**config.mk**
```make
export PLATFORM = sky130hd
export DESIGN_NAME = spi_master_tx
export DESIGN_NICKNAME = d
export VERILOG_FILES = /design/src/rtl/spi_master_tx.sv
export SDC_FILE = /design/constraint.sdc
export NUM_CORES = 1
export LEC_CHECK = 0
export CORE_AREA = 2 2 54 56
export CTS_BUF_LIST = sky130_fd_sc_hd__clkbuf_4
export DETAILED_ROUTE_END_ITERATION = 7
export DIE_AREA = 0 0 56 58
export MAX_ROUTING_LAYER = met4
export PLACE_DENSITY = 0.82
export SKIP_LAST_GASP = 1
export SLEW_MARGIN = 20
export SYNTH_ARGS = -nofsm -noshare
export SYNTH_HDL_FRONTEND = slang
export SYNTH_SLANG_ARGS = --single-unit
```
**constraint.sdc**
```tcl
create_clock -name clk -period 1.6 [get_ports clk]
set_input_delay 0.4 -clock clk [delete_from_list [all_inputs] [get_ports clk]]
set_output_delay 0.4 -clock clk [all_outputs]
set_load 0.05 [all_outputs]
```
**src/rtl/spi_master_tx.sv**
```systemverilog
// spi_master_tx: transmit-side SPI master.
// Generates a free-running sync_clock from clk and shifts one DATA_WIDTH word per frame
// on MOSI, framed by active-low CS. Every CS/MOSI change happens on a sync_clock falling
// edge, so data is stable around each rising edge where the slave samples.
// Optional build macro: SPI_MASTER_TX_MSB_FIRST_EN selects MSB-first bit order
// (default is LSB first). Frame timing is the same in both builds.
module spi_master_tx #(
  parameter int unsigned DATA_WIDTH = 12,
  parameter int unsigned CLK_DIV    = 4
) (
  input  logic                  clk,
  input  logic                  rst,
  input  logic                  new_data,
  input  logic [DATA_WIDTH-1:0] din,
  output logic                  ready,
  output logic                  sync_clock,
  output logic                  CS,
  output logic                  MOSI,
  output logic                  done
);

  localparam int unsigned DivW = (CLK_DIV > 1) ? $clog2(CLK_DIV) : 1;
  localparam int unsigned BitW = (DATA_WIDTH > 1) ? $clog2(DATA_WIDTH) : 1;
  localparam logic [DivW-1:0] DivLast = DivW'(CLK_DIV - 1);
  localparam logic [BitW-1:0] BitLast = BitW'(DATA_WIDTH - 1);

  typedef enum logic [1:0] {StIdle, StStart, StSend, StStop} state_e;

  state_e                state_q;
  logic [DivW-1:0]       div_cnt_q;
  logic [BitW-1:0]       bit_cnt_q;
  logic [DATA_WIDTH-1:0] shreg_q;
  logic                  pending_q;

  logic                  div_tick;
  logic                  fall_tick;
  logic                  accept;
  logic                  next_bit;
  logic [DATA_WIDTH-1:0] shreg_shifted;

  assign div_tick  = (div_cnt_q == DivLast);
  // sync_clock is about to go 1->0 on this edge
  assign fall_tick = div_tick & sync_clock;
  assign accept    = ready & new_data;

`ifdef SPI_MASTER_TX_MSB_FIRST_EN
  assign next_bit      = shreg_q[DATA_WIDTH-1];
  assign shreg_shifted = shreg_q << 1;
`else
  assign next_bit      = shreg_q[0];
  assign shreg_shifted = shreg_q >> 1;
`endif

  // Clock divider: toggle sync_clock every CLK_DIV clk cycles.
  always_ff @(posedge clk) begin
    if (rst) begin
      div_cnt_q  <= '0;
      sync_clock <= 1'b0;
    end else if (div_tick) begin
      div_cnt_q  <= '0;
      sync_clock <= ~sync_clock;
    end else begin
      div_cnt_q  <= div_cnt_q + DivW'(1);
    end
  end

  // Request capture and frame FSM with registered CS/MOSI/done/ready.
  always_ff @(posedge clk) begin
    if (rst) begin
      state_q   <= StIdle;
      bit_cnt_q <= '0;
      shreg_q   <= '0;
      pending_q <= 1'b0;
      ready     <= 1'b1;
      CS        <= 1'b1;
      MOSI      <= 1'b0;
      done      <= 1'b0;
    end else begin
      done <= 1'b0;
      // ready is only high in idle with nothing pending, so this never collides with shifting
      if (accept) begin
        shreg_q   <= din;
        pending_q <= 1'b1;
        ready     <= 1'b0;
      end
      case (state_q)
        StIdle: begin
          if (fall_tick && pending_q) begin
            state_q   <= StStart;
            pending_q <= 1'b0;
            CS        <= 1'b0;
            MOSI      <= 1'b0;
          end
        end
        StStart: begin
          if (fall_tick) begin
            state_q   <= StSend;
            bit_cnt_q <= '0;
            MOSI      <= next_bit;
            shreg_q   <= shreg_shifted;
          end
        end
        StSend: begin
          if (fall_tick) begin
            if (bit_cnt_q == BitLast) begin
              state_q <= StStop;
              CS      <= 1'b1;
              MOSI    <= 1'b0;
              done    <= 1'b1;
            end else begin
              bit_cnt_q <= bit_cnt_q + BitW'(1);
              MOSI      <= next_bit;
              shreg_q   <= shreg_shifted;
            end
          end
        end
        StStop: begin
          state_q <= StIdle;
          ready   <= 1'b1;
        end
        default: state_q <= StIdle;
      endcase
    end
  end

endmodule

```
### Word level (Yosys, flattened, before mapping)

Cells that the tools add are included.

| storage, ports and cells | value |
|---|---|
| register bits | 26 |
| word-level logic and storage cells | 65 |

| operators by class | value |
|---|---|
| $add $sub $neg | 2 |
| equal/unequal tests | 10 |
| muxes and demuxes | 26 |
| bitwise operators | 5 |
| reductions and logical operators | 12 |

Operators with widths:

| operator | count |
|---|---|
| 2-to-1 mux 12 bit | 4 |
| one-hot mux 12 bit (2 select lines) | 1 |
| AND reduction 4 bit | 4 |
| 2-to-1 mux 4 bit | 3 |
| 2-to-1 mux 1 bit | 10 |
| inequality test 2 bit (second input constant) | 5 |
| 2-to-1 mux 2 bit | 4 |
| one-hot mux 2 bit (4 select lines) | 1 |
| one-hot mux 4 bit (2 select lines) | 1 |
| == test 2 bit (second input constant) | 3 |
| adder 4 x 1 -> 4 bit (second input constant) | 1 |
| == test 4 bit (second input constant) | 1 |
| nonzero test 2 bit | 2 |
| OR reduction 2 bit | 2 |
| inverter 1 bit | 3 |
| one-hot mux 1 bit (3 select lines) | 1 |
| nonzero test 3 bit | 1 |
| OR reduction 3 bit | 1 |
| adder 2 x 1 -> 2 bit (second input constant) | 1 |
| bitwise AND 1 bit | 2 |
| == test 2 x 1 -> 1 bit (second input constant) | 1 |
| zero test 2 bit | 1 |
| one-hot mux 1 bit (2 select lines) | 1 |
| logical AND 1 bit | 1 |

### Logic depth before layout (Yosys ltp)

Gate-level depths: netlist of run 1.

| depth | value |
|---|---|
| depth after elaboration | 5 |
| gate-level depth with buffers | 8 |
| gate-level depth less buffers | 6 |

### Least setup slack after synthesis of run 1

OpenSTA, ideal clock, no wires.

| path | value |
|---|---|
| path kind | register to register |
| from | register sync_clock |
| to | register state_q[1] |
| library setup time | 0.130 ns |
| arrival time | 1.525 ns |
| data required time | 1.470 ns |
| slack | -0.054 ns |
| stages on the path, launching flop included | 5 |
| clock period less this slack | 1.654 ns |
| cell sequence | dfxtp_1 > nand2_2 > a22o_1 > o211ai_1 > o41ai_2 |

| on the way | value |
|---|---|
| word-level cells in the longest chain between the ends | 4 |
| elaborated cells between the ends (all ways) | 6 |
| those cells by class | eq/ne (3); bitwise (1); reduce/logical (2) |

Ends and longest elaborated chain:

| element | RTL line | text |
|---|---|---|
| start: declaration | 16 | `output logic sync_clock,` |
| start signal: assignment | 61 | `sync_clock <= ~sync_clock;` |
| bitwise AND 1 bit (*) | 43 | `assign fall_tick = div_tick & sync_clock;` |
| logical AND 1 bit | 88 | `if (fall_tick && pending_q) begin` |
| inequality test 2 bit (no line) | -- |  |
| AND reduction 4 bit (no line) (*) | -- |  |
| end signal: assignment | 89 | `state_q <= StStart;` |
| end signal: assignment | 97 | `state_q <= StSend;` |
| end signal: assignment | 106 | `state_q <= StStop;` |
| end: declaration | 29 | `state_e state_q;` |

Every way passes the cells marked *; elsewhere a longest branch is shown, timed or not.
A chain may end at the register's enable or synchronous reset.

### Final worst setup path of run 1

| path | value |
|---|---|
| from | register bit_cnt_q[0] |
| to | register shreg_q[2] |

| on the way | value |
|---|---|
| word-level cells in the longest chain between the ends | 4 |

Ends and longest elaborated chain:

| element | RTL line | text |
|---|---|---|
| start: declaration | 31 | `logic [BitW-1:0] bit_cnt_q;` |
| start signal: assignment | 111 | `bit_cnt_q <= bit_cnt_q + BitW'(1);` |
| == test 4 bit | 105 | `if (bit_cnt_q == BitLast) begin` |
| 2-to-1 mux 12 bit | 105 |  |
| 2-to-1 mux 12 bit | 104 | `if (fall_tick) begin` |
| one-hot mux 12 bit (2 select lines) | 86 | `case (state_q)` |
| end signal: assignment | 82 | `shreg_q <= din;` |
| end signal: assignment | 100 | `shreg_q <= shreg_shifted;` |
| end signal: assignment | 113 | `shreg_q <= shreg_shifted;` |
| end: declaration | 32 | `logic [DATA_WIDTH-1:0] shreg_q;` |

No other way between the ends.

==> results of run 1 <==
## what timing repair did
action | CTS | global route
cloned | 1 | 1
pin swaps | 1 | 16
gates resized for setup | 11 | 31
setup buffers | 2 | 8
setup endpoints to repair | 15 | 19
hold buffers | 0 | 0
## sequential cells by signal, indices dropped and copies added (netlist names), 2 cells and up
| register | cells |
|---|---|
| div_cnt_q | 2 |
| state_q | 2 |
| shreg_q | 12 |
| bit_cnt_q | 4 |
## final timing paths
check / start / to / slack (ps) / depth (start not counted)
worst max-delay path: bit_cnt_q[0]$_SDFFE_PP0P_ / shreg_q[2]$_SDFF_PP0_ / -30 / 6
worst min-delay path: shreg_q[8]$_SDFF_PP0_ / shreg_q[7]$_SDFF_PP0_ / 470 / 1
worst max register to register: bit_cnt_q[0]$_SDFFE_PP0P_ / shreg_q[2]$_SDFF_PP0_ / -30 / 6
worst min register to register: shreg_q[8]$_SDFF_PP0_ / shreg_q[7]$_SDFF_PP0_ / 470 / 1
## kinds of logic (layout without fill, tap and decap cells)
family	Yosys count	in the layout
muxes	11	11
xor gates and xnor gates	4	4
adders and majority gates	7	7
DFF	26	26
AOI/OAI and AO/OA	30	30
and+or+nand+nor	33	33
buffers and inverters	10	53
## critical path, stage by stage, from the launching register on
cell and delay (ps):
sky130_fd_sc_hd__dfxtp_4 390, sky130_fd_sc_hd__ha_4 160, sky130_fd_sc_hd__nand3b_1 210, sky130_fd_sc_hd__a21oi_2 120, sky130_fd_sc_hd__nor4_4 360, sky130_fd_sc_hd__buf_4 200
sky130_fd_sc_hd__o2bb2ai_1 120
## per-layer routing
layer,track usage,vias up,part of all wire
met2,0.323,27,0.52
met1,0.211,543,0.43
li1,-,534,-
met4,0.0680,0,0.021
met3,0.0223,8,0.026
met5,-,-,0
## power by group
part           switching [µW]  internal (µW)  total, µW
combinational             207            221        428
sequential               37.5            688        726
clock                     202            253        456
total                     447           1160       1610
## synth_stat cells (2+ instances only)
cell                        instances
sky130_fd_sc_hd__nor3_1             2
sky130_fd_sc_hd__nand2_1            6
sky130_fd_sc_hd__dfxtp_1           26
sky130_fd_sc_hd__o21ai_0            2
sky130_fd_sc_hd__xnor2_1            3
sky130_fd_sc_hd__mux2i_1           11
sky130_fd_sc_hd__o2bb2ai_1         11
sky130_fd_sc_hd__inv_1              5
sky130_fd_sc_hd__nor2_1             8
sky130_fd_sc_hd__nor4_2             2
sky130_fd_sc_hd__buf_2              2
sky130_fd_sc_hd__ha_1               7
sky130_fd_sc_hd__nand3_1            5
sky130_fd_sc_hd__a21oi_1            6
## cell type report
cell class,instances,share of cell area
Multi-Input combinational cell,85,0.433
Sequential cell,26,0.270
Timing Repair Buffer,44,0.239
Tap cell,31,0.0198
Clock inverter,1,0.0153
Clock buffer,3,0.0115
Inverter,5,0.0115
## metrics by stage
| stage | std cells | setup TNS [ps] | hold slack, ps |
|---|---|---|---|
| after floorplan | 121 | 0 | 404 |
| after global placement | 179 | 0 | 412 |
| after detailed placement | 179 | -134 | 434 |
| after CTS | 186 | -8.47 | 453 |
| after global routing | 195 | -1270 | 487 |
| final | 195 | -112 | 473 |
==> metrics.log, run 1 <==
INFO  metric mostFrequentLayoutCells = sky130_fd_sc_hd__dfxtp_1, sky130_fd_sc_hd__buf_4, sky130_fd_sc_hd__clkdlybuf4s50_1
INFO  metric synth_edf_count = 0
INFO  metric die_height = 58 µm
INFO  metric power = 1610 µW
INFO  metric yosys_most_used_dff = sky130_fd_sc_hd__dfxtp_1
INFO  metric post-route-period-util = 1.02
INFO  metric number_of_flip_flops_and_latches_in_the_synthesized_netlist = 26
INFO  metric nature_of_the_critical_path_endpoint = flop
INFO  metric sequential_cell_area = 531 µm²
INFO  metric cts-buffers-inserted = 3
INFO  metric die-area = 0.00325 mm²
INFO  metric synth_top_family_by_area = compound AO/OA/AOI/OAI gates
INFO  metric clkSlewWorstSetupHoldPaths = 140 ps
INFO  metric multi_input_comb_area = 850 µm²
INFO  metric syn_area = 0.00124 mm²
INFO  metric power_per_cell_area = 820 mW/mm²
INFO  metric cts_tree = built
INFO  metric status = finished with violations
INFO  metric final_layout_size_suffix_gt1_frac = 0.378
INFO  metric coreArea = 0.00266 mm²
INFO  metric start_util = 0.465
INFO  metric cp_data_arrival_time = 1890 ps
INFO  metric row_count = 19
INFO  metric fillerInstances = 166
INFO  metric die_w = 56 µm
INFO  metric worstSetupPathType = flop to flop
INFO  metric nNetsFinal = 187
INFO  metric worstMarginPinSlew = 365 ps
INFO  metric clock_sink_count = 26
INFO  metric track_usage = 0.182
INFO  metric totalWireLength = 3.48 mm
INFO  metric finish.instance_area = 0.00196 mm²
INFO  metric critical_path_peak_fanout = 5
INFO  metric max-vdd-ir-drop = 0.000947 V
INFO  metric drt-vias-per-instance = 5.70
INFO  metric multiplexer_share_of_the_synthesized_area = 0.0890
INFO  metric placement.setup.worst_slack = -55.8 ps
INFO  metric final_critical_path_setup_slack = -32.0 ps
INFO  metric fin_worst_skew = 3.18 ps
INFO  metric slew_headroom = 0.754
INFO  metric routabilityCongestion = 0.944
INFO  metric maxClockFrequency = 0.613 GHz
INFO  metric ys.warnings.count = 0
INFO  metric globalRoute.totalOverflow = 0
INFO  metric drtAntennaViolNets = 0
INFO  metric antenna_found_initial = 0
INFO  metric wl_per_cell = 17.8 µm
INFO  metric grt_start_max_net_pins = 16
INFO  metric io_buffers = 19
INFO  metric average_cell_area_after_synthesis = 10.2 µm²
INFO  metric ios = 20
INFO  metric area_growth = 58.5%
INFO  metric mostFrequentLayoutCell = sky130_fd_sc_hd__dfxtp_1
INFO  metric grt_setup_unrepaired = yes
INFO  metric hold_path.class = flop to flop
INFO  metric synth-xor-area-share = 0.0283
INFO  metric compound_gate_portion_of_the_synthesized_area = 0.193
INFO  metric first_global_vias = 1,002
INFO  metric synthTopCellsByArea = sky130_fd_sc_hd__dfxtp_1, sky130_fd_sc_hd__mux2i_1, sky130_fd_sc_hd__o2bb2ai_1
INFO  metric post_synth_inst_count = 121
INFO  metric detail_route.drc_violations = 0
INFO  metric post-route-min-period = 1630 ps
INFO  metric synth.yosys.seq_area_share = 0.421
INFO  metric clk_latency = 320 ps
INFO  metric post-synth-top-area-fraction = 0.421
INFO  metric first_pass_iters = 4
INFO  metric mappedNetlistNets = 143
INFO  metric cellLeakagePower = 0.000781 µW
INFO  metric synth_largest_area_cell = sky130_fd_sc_hd__dfxtp_1
INFO  metric drv_slew = 0
INFO  metric finish.utilization = 0.737
INFO  metric finalSetupViolCount = 9
INFO  metric grt_pass1_wl = 4.52 mm
INFO  metric cts_root_buf = sky130_fd_sc_hd__clkbuf_4
INFO  metric route.vias.total = 1,112
INFO  metric finalHoldViolCount = 0
INFO  metric max-clock-path-buffers = 2
INFO  metric violations = negative setup slack
INFO  metric cp_data_required_time = 1860 ps
INFO  metric yosys.area_share.adder = 0.0708
INFO  metric max_cap_violations = 0
INFO  metric worst_setup_path_start_kind = flop
INFO  metric detailedRoute.firstIterationViolations = 28
INFO  metric synthSimpleGateAreaFrac = 0.157
INFO  metric hpwlAfterDp = 1.95 mm
INFO  metric htreeDepth = 1
INFO  metric synth_cell_types = 39
INFO  metric diodes = 0
INFO  metric placedInstanceArea = 0.00160 mm²
INFO  metric synthArstFlopShare = 0
(Power assumes the default switching activity.)
==> inputs of run 2 (changes only) <==
- GPL_TIMING_DRIVEN: unset -> 0
==> run 2 against run 1 <==
The flow now finishes without violations. Sequential share of layout area rose by 4.9 points. Clock power is 42% lower. Setup slack improved by 79 ps. Register-to-register slack better by 90 ps. Critical path depth fell by 5. Global-route usage up 1.0 points. Cell count is 6.2% lower. Flip-flop and latch count unchanged. Largest power group unchanged. Highest routed layer unchanged.
==> metrics.log, run 2 (synthesis gave the netlist of run 1 again) <==
INFO  metric status = completed
INFO  metric rr_endpoint = shreg_q[6]$_SDFF_PP0_
INFO  metric track_usage = 0.192
INFO  metric cp_data_arrival_time = 1150 ps
INFO  metric row_count = 19
INFO  metric coreArea = 0.00266 mm²
INFO  metric path_cells = dlygate4sd2_1
INFO  metric globalRoute.totalOverflow = 0
INFO  metric routabilityCongestion = 0.886
INFO  metric r2r_cells = 6
INFO  metric cp_data_required_time = 1200 ps
INFO  metric drt-vias-per-instance = 5.95
INFO  metric clk_latency = 310 ps
INFO  metric crit-reg2reg-launch = state_q[0]$_SDFFE_PP0P_
INFO  metric sequential_cell_area = 529 µm²
INFO  metric grt_setup_unrepaired = no
INFO  metric cts.hold.buffers_added = 0
INFO  metric wl_met3 = 139 µm
INFO  metric ff2ff_setup_slack = 60 ps
INFO  metric wl_per_cell = 16.4 µm
INFO  metric hold-path-cell-count = 2
INFO  metric drv_slew = 0
INFO  metric worst-path-buf-inv = 1
INFO  metric die_w = 56 µm
INFO  metric register_with_the_most_flip_flops = shreg_q
INFO  metric ios = 20
INFO  metric antenna_found_initial = 0
INFO  metric area_growth = 33.8%
INFO  metric first_pass_iters = 4
INFO  metric critical-path-top-delay-family = buffers and inverters
INFO  metric nNetsFinal = 176
INFO  metric top_signal_layer_used = met4
INFO  metric diodes = 0
INFO  metric worstSetupPathType = flop to output port
INFO  metric route.vias.total = 1,088
INFO  metric max_cap_violations = 0
INFO  metric start_util = 0.465
INFO  metric first_global_vias = 1,031
INFO  metric final_layout_size_suffix_gt1_frac = 0.289
INFO  metric delay_of_the_slowest_cell_on_the_worst_path = 510 ps
INFO  metric cts_root_buf = sky130_fd_sc_hd__clkbuf_4
INFO  metric min_delay_worst_endpoint = shreg_q[11]$_SDFF_PP0_
INFO  metric fin_worst_skew = 2.91 ps
INFO  metric grt_start_max_net_pins = 14
INFO  metric post-route-period-util = 0.971
INFO  metric grt_pass1_wl = 4.70 mm
INFO  metric drtAntennaViolNets = 0
INFO  metric cts-buffers-inserted = 3
INFO  metric detail_route.drc_violations = 0
INFO  metric cts_tree = built
INFO  metric mostFrequentLayoutCell = sky130_fd_sc_hd__dfxtp_1
INFO  metric power_per_cell_area = 794 mW/mm²
INFO  metric clkSlewWorstSetupHoldPaths = 130 ps
INFO  metric worst_setup_path_start_kind = flop
INFO  metric clock_sink_count = 26
INFO  metric fillerInstances = 226
INFO  metric maxClockFrequency = 0.644 GHz
INFO  metric mostFrequentLayoutCells = sky130_fd_sc_hd__dfxtp_1, sky130_fd_sc_hd__clkdlybuf4s50_1, sky130_fd_sc_hd__mux2i_1, sky130_fd_sc_hd__o2bb2ai_1, sky130_fd_sc_hd__buf_4
INFO  metric final_critical_path_setup_slack = 46.7 ps
INFO  metric die_height = 58 µm
INFO  metric cellLeakagePower = 0.000659 µW
INFO  metric drt-met1-wl = 1.23 mm
INFO  metric total_met2_wirelength_after_detailed_routing = 1.52 mm
INFO  metric max-vdd-ir-drop = 0.000599 V
INFO  metric hpwlAfterDp = 1.94 mm
INFO  metric slew_headroom = 0.677
INFO  metric io_buffers = 19
INFO  metric detailedRoute.firstIterationViolations = 19
INFO  metric worst_hold_slack = 467 ps
INFO  metric worstMarginPinSlew = 484 ps
INFO  metric totalWireLength = 3.00 mm
INFO  metric critical_path_peak_fanout = 1
INFO  metric max-clock-path-buffers = 2
INFO  metric worst_hold_startpoint = shreg_q[11]$_SDFF_PP0_
INFO  metric post-route-min-period = 1550 ps
INFO  metric largest_registers = shreg_q x12, bit_cnt_q x4
INFO  metric nature_of_the_critical_path_endpoint = output port
INFO  metric cpMaxStageDelayCell = sky130_fd_sc_hd__dlygate4sd2_1
INFO  metric finish.instance_area = 0.00166 mm²
INFO  metric largest_reg_flops = 12
INFO  metric finalHoldViolCount = 0
INFO  metric hold_path.class = flop to flop
INFO  metric htreeDepth = 1
INFO  metric die-area = 0.00325 mm²
INFO  metric finalSetupViolCount = 0
INFO  metric multi_input_comb_area = 761 µm²
INFO  metric placedInstanceArea = 0.00147 mm²
INFO  metric placement.setup.worst_slack = -222 ps
==> run 2: cell count changes in the layout (fill, tap and decap cells not counted), sizes merged <==
cell / previous run / this run
inv: 4 / 5
clkinvlp: 1 / 0
bufinv: 1 / 0
clkbuf: 3 / 6
dlygate4sd2: 0 / 1
clkdlybuf4s15: 0 / 1
buf: 30 / 14
==> run 2: what timing repair did <==
| item | CTS | global route |
|---|---|---|
| endpoints found under the setup margin | 20 | 20 |
| gates cloned | 2 | 0 |
| pin swaps | 3 | 6 |
| gates resized for setup | 25 | 19 |
| buffers inserted | 2 | 5 |
==> run 2: through the flow <==
| stage | TNS [ps] | util | total power [µW] | instances |
|---|---|---|---|---|
| 3_3_place_gp | -1530 | 0.551 | 962 | 171 |
| 6_report | 0 | 0.622 | 1310 | 183 |
| 3_5_place_dp | -2500 | 0.551 | 978 | 171 |
| 2_1_floorplan | 0 | - | 893 | 121 |
| 4_1_cts | -132 | 0.588 | 1270 | 178 |
| 5_1_grt | 0 | 0.622 | 1380 | 183 |
==> run 2: cell type report <==
cell class                      count  share of cell area
Inverter                            5              0.0113
Sequential cell                    26               0.320
Buffer                              5              0.0234
Timing Repair Buffer               28               0.149
Tap cell                           31              0.0234
Multi-Input combinational cell     85               0.460
Clock buffer                        3              0.0136
==> run 2: routing by layer <==
layer,vias to the layer above,track usage
met5,-,-
met4,0,0.129
met3,13,0.0290
met2,36,0.308
met1,524,0.224
li1,515,-
==> run 2: worst max-delay path by stage <==
stage	start	end	slack, ps	cells past startpoint
finish	done$_SDFF_PP0_	done	50	1
global route	done$_SDFF_PP0_	done	2	1
CTS	ready$_SDFFE_PP1N_	ready	-90	1
detailed placement	state_q[0]$_SDFFE_PP0P_	shreg_q[6]$_SDFF_PP0_	-220	8
global placement	new_data	shreg_q[8]$_SDFF_PP0_	-150	5
floorplan	state_q[0]$_SDFFE_PP0P_	shreg_q[0]$_SDFF_PP0_	40	8
==> run 2: where the power goes <==
| group | total (µW) | internal, µW | leakage (µW) | switching (µW) |
|---|---|---|---|---|
| clock | 266 | 88.2 | 0.0000138 | 177 |
| sequential | 725 | 691 | 0.000215 | 34.1 |
| combinational | 324 | 155 | 0.000430 | 169 |
